[src/rtl/piso_serializer.sv]
// Parallel-in / serial-out shifter with valid/ready handshakes on both sides.
// Words are loaded whole, then emitted MSB- or LSB-first one bit per transfer.
module piso_serializer #(
   parameter int N  = 8,
   parameter int CW = $clog2(N)
) (
   input  logic         clk,
   input  logic         clear,
   input  logic         load_valid,
   output logic         load_ready,
   input  logic [N-1:0] din,
   input  logic         lsb_first,
   input  logic         sin,
   input  logic         sout_ready,
   output logic         sout,
   output logic         sout_valid,
   output logic         sout_last,
   output logic         busy
);

   typedef enum logic {
      IDLE  = 1'b0,
      SHIFT = 1'b1
   } state_t;

   state_t        state, state_nxt;
   logic [N-1:0]  shreg, shreg_nxt;
   logic [CW-1:0] cnt, cnt_nxt;
   logic          order, order_nxt;

   logic shifting;
   logic on_last;
   logic xfer;
   logic accept;

   always_comb begin
      shifting   = (state == SHIFT);
      on_last    = shifting && (cnt == '0);
      xfer       = shifting && sout_ready;
      // A new word may land on the same edge that retires the final bit.
      load_ready = !clear && (!shifting || (on_last && sout_ready));
      accept     = load_valid && load_ready;

      sout_valid = shifting;
      busy       = shifting;
      sout_last  = on_last;
      sout       = shifting ? (order ? shreg[0] : shreg[N-1]) : 1'b0;
   end

   always_comb begin
      // NOTE: every next-state signal gets a hold default first so no path leaves it unassigned (no latch).
      state_nxt = state;
      shreg_nxt = shreg;
      cnt_nxt   = cnt;
      order_nxt = order;

      if (accept) begin
         state_nxt = SHIFT;
         shreg_nxt = din;
         cnt_nxt   = CW'(N - 1);
         order_nxt = lsb_first;
      end else if (xfer) begin
         shreg_nxt = order ? {sin, shreg[N-1:1]} : {shreg[N-2:0], sin};
         cnt_nxt   = cnt - CW'(1);
         if (on_last) begin
            state_nxt = IDLE;
         end
      end
   end

   always_ff @(posedge clk) begin
      // NOTE: state registers use non-blocking assignments so all flops update together at the edge.
      if (clear) begin
         state <= IDLE;
         shreg <= '0;
         cnt   <= '0;
         order <= 1'b0;
      end else begin
         state <= state_nxt;
         shreg <= shreg_nxt;
         cnt   <= cnt_nxt;
         order <= order_nxt;
      end
   end

endmodule

[config.mk]
export PLATFORM = sky130hd
export DESIGN_NAME = piso_serializer
export DESIGN_NICKNAME = d
export VERILOG_FILES = /design/src/rtl/piso_serializer.sv
export SDC_FILE = /design/constraint.sdc
export NUM_CORES = 1
export LEC_CHECK = 0
export CAP_MARGIN = 40
export CORE_UTILIZATION = 31
export CTS_CLUSTER_SIZE = 28
export DETAILED_ROUTE_END_ITERATION = 16
export SYNTH_ARGS = -nofsm -noshare
export SYNTH_HDL_FRONTEND = slang
export SYNTH_SLANG_ARGS = --single-unit
[constraint.sdc]
create_clock -name clk -period 1.9 [get_ports clk]
set_clock_uncertainty 0.2 [all_clocks]
set_input_delay 0.285 -clock clk [delete_from_list [all_inputs] [get_ports clk]]
set_output_delay 0.285 -clock clk [all_outputs]
set_load 0.03 [all_outputs]
==> flow_summary.ini <==
[layout]
drive_gt1_share_pct = 31.0
antenna_cells = 0
layout_common_cells = 12 x dfxtp_1, 12 x clkdlybuf4s50_1, 10 x buf_4
ff_latch_area_um2 = 262
finalNonFillerCells = 128
fillers = 234
nNetsFinal = 117
multi_input_area_um2 = 464
synthToLayoutAreaGrowth_pct = 37.7

[timing]
finalHoldViolCount = 0
relSlewSlack_pct = 78.6
finalMaxSlewViolations = 0
setup_viol = 0
min_period_ns = 1.81
fin_tns_setup_ns = 0
fmax_mhz = 554
worstMarginPinSlew_ns = 0.320
min_period_over_period_pct = 95.1
rsz0062_at_grt = no

[grt]
grt_max_degree = 15
gr-usage-met1_pct = 16.6
grt_pass1_vias = 621
antenna_found_initial = 0
grtUsageTotal_pct = 13.5
overflow = 0
busiest_layer = met2
use_met2_pct = 22.7
grt_pass1_wl_mm = 2.68
met3_usage_pct = 2.92

[place]
placed_cells = 124
io_buffer_count = 18
hpwl_mm = 1.15
gp_congestion = 0.733

[yosys]
synthDistinctLibCells = 23
ys_seq_area_share_pct = 34.0
syn_area_per_cell_um2 = 10.1
ys_ff_latch = 13
synth.net_count = 92
synthAdderAreaFrac_pct = 3.27
yosys_warnings = 0
synth.cell_area_um2 = 766
synthXorXnorAreaFrac_pct = 2.29
synth_top_family_by_area = multiplexers
synth_cells = 76
synth_compound_area_share_pct = 19.1
synth-simple-area-share_pct = 8.82
synthMuxAreaShare_pct = 25.0

[power]
p_per_area_nw_per_um2 = 690
p_leak_nw = 0.429
vdd_ir_drop_max_v = 0.000435

[clock_network]
clockBufferDepth = 2
cts.clk_slew.worst_paths_ns = 0.08
cts-root-buf = clkbuf_4
clock_sinks = 13
hold_buffers = 0
cts_made_buffers = 3
htreeDepth = 1
tritoncts = built
postCtsSetupBuffers = 0
clkLatencyLatePin_ns = 0.27

[setup_path]
cp.required_ns = 1.41
cp.arrival_ns = 1.32
endpoint_kind = primary output
start_kind = flip-flop
critPathKind = reg2out
cp_max_fo = 2

[route]
wl_mm = 1.57
drc = 0
wl_per_cell_um = 12.3
vias_per_cell = 5.06
ant_nets = 0
drt_first_pass_iters = 4
dr_total_vias = 648
drt_iter0_drc = 5

[floorplanning]
die-height_um = 51.7
fp-row-count = 17
die_w_um = 51.7
dieArea_um2 = 2670
ios = 19
core-area_um2 = 2280
start_util_pct = 33.6

[run]
max_cap_viol_count = 0

[worst_hold_path]
hold_class = reg2reg

[run_status]
status = completed
[power breakdown]
group	internal (W)	total (W)	switching, W
combinational	0.000128	0.000222	0.0000937
sequential	0.000305	0.000337	0.0000320
clock	0.0000812	0.000168	0.0000869
total	0.000515	0.000727	0.000213
[area by class of cell]
| class | instances | area share (%) |
|---|---|---|
| multi-input combinational | 54 | 44.0 |
| clock buffer | 4 | 2.49 |
| timing repair buffer | 27 | 24.7 |
| sequential | 13 | 24.8 |
| tap | 28 | 3.32 |
| inverter | 2 | 0.712 |
[critical path, cell delays in order, from the launching register on]
cell and delay, ns:
dfxtp_1 0.33, inv_2 0.08, ha_4 0.14, nand3b_4 0.08, buf_4 0.15, a21oi_2 0.14
buf_6 0.14
[what timing repair did]
action,in CTS,in global routing
endpoints found under the setup margin,1,4
cloned,0,0
pin swaps,1,0
gates resized for setup,5,5
[worst paths after layout]
path | cells after the start | startpoint | slack (ns) | end
setup / recovery | 6 | cnt[0]$_SDFFE_PP0P_ | 0.09 | load_ready
setup reg to reg | 6 | cnt[0]$_SDFFE_PP0P_ | 0.32 | shreg[6]$_SDFFE_PP0P_
hold / removal | 2 | cnt[0]$_SDFFE_PP0P_ | 0.37 | cnt[0]$_SDFFE_PP0P_
hold reg to reg | 2 | cnt[0]$_SDFFE_PP0P_ | 0.37 | cnt[0]$_SDFFE_PP0P_
[Yosys cell counts]
cell | number | share of area, %
a211oi_1 | 8 | 7.8
a21oi_1 | 10 | 6.5
a21oi_2 | 1 | 1.1
and2_1 | 1 | 0.82
and3b_1 | 1 | 1.1
buf_2 | 1 | 0.65
buf_4 | 4 | 3.9
buf_6 | 1 | 1.5
clkbuf_1 | 1 | 0.49
dfxtp_1 | 13 | 34
ha_1 | 2 | 3.3
inv_1 | 2 | 0.98
mux2_2 | 9 | 13
mux2i_1 | 9 | 12
nand2b_1 | 1 | 0.82
nand3_1 | 2 | 1.3
nand3b_4 | 1 | 2.6
nor2_1 | 1 | 0.49
nor2b_1 | 2 | 1.6
o21ai_0 | 1 | 0.65
o21bai_1 | 3 | 2.9
xnor2_1 | 1 | 1.1
xor2_1 | 1 | 1.1
[sequential cells by signal, summed over array words and instances, names as in the netlist]
register	flops
shreg	8
cnt	3
busy	1
order	1
[cell families (layout without fill, tap and decap cells)]
kind of cell / count (synthesis) / after routing
compound gates: 23 / 23
mux: 18 / 18
flops: 13 / 13
simple gates: 9 / 9
buf+inv: 9 / 33
fa+ha+maj: 2 / 2
xor+xnor: 2 / 2
[metrics by stage]
step | util (%) | total power, W | instance area (um2) | setup WS [ns] | hold slack, ns
6_report | 46.3 | 0.000727 | 1050 | 0.0934 | 0.368
5_1_grt | 46.3 | 0.000778 | 1050 | 0.00777 | 0.391
4_1_cts | 45.7 | 0.000736 | 1040 | 0.00679 | 0.376
3_5_place_dp | 44.1 | 0.000556 | 1000 | -0.0236 | 0.333
3_3_place_gp | 44.1 | 0.000551 | 1000 | -0.00246 | 0.333
2_1_floorplan | - | 0.000477 | 766 | 0.107 | 0.202
[per-layer routing]
metal	up-vias	share of wire [%]	wire [um]
met1	304	46	729
met2	17	48	760
met4	0	0.76	12
met3	2	4.6	72
li1	325	-	-
met5	-	0	0
No activity file was read; power rests on OpenSTA's default activity.
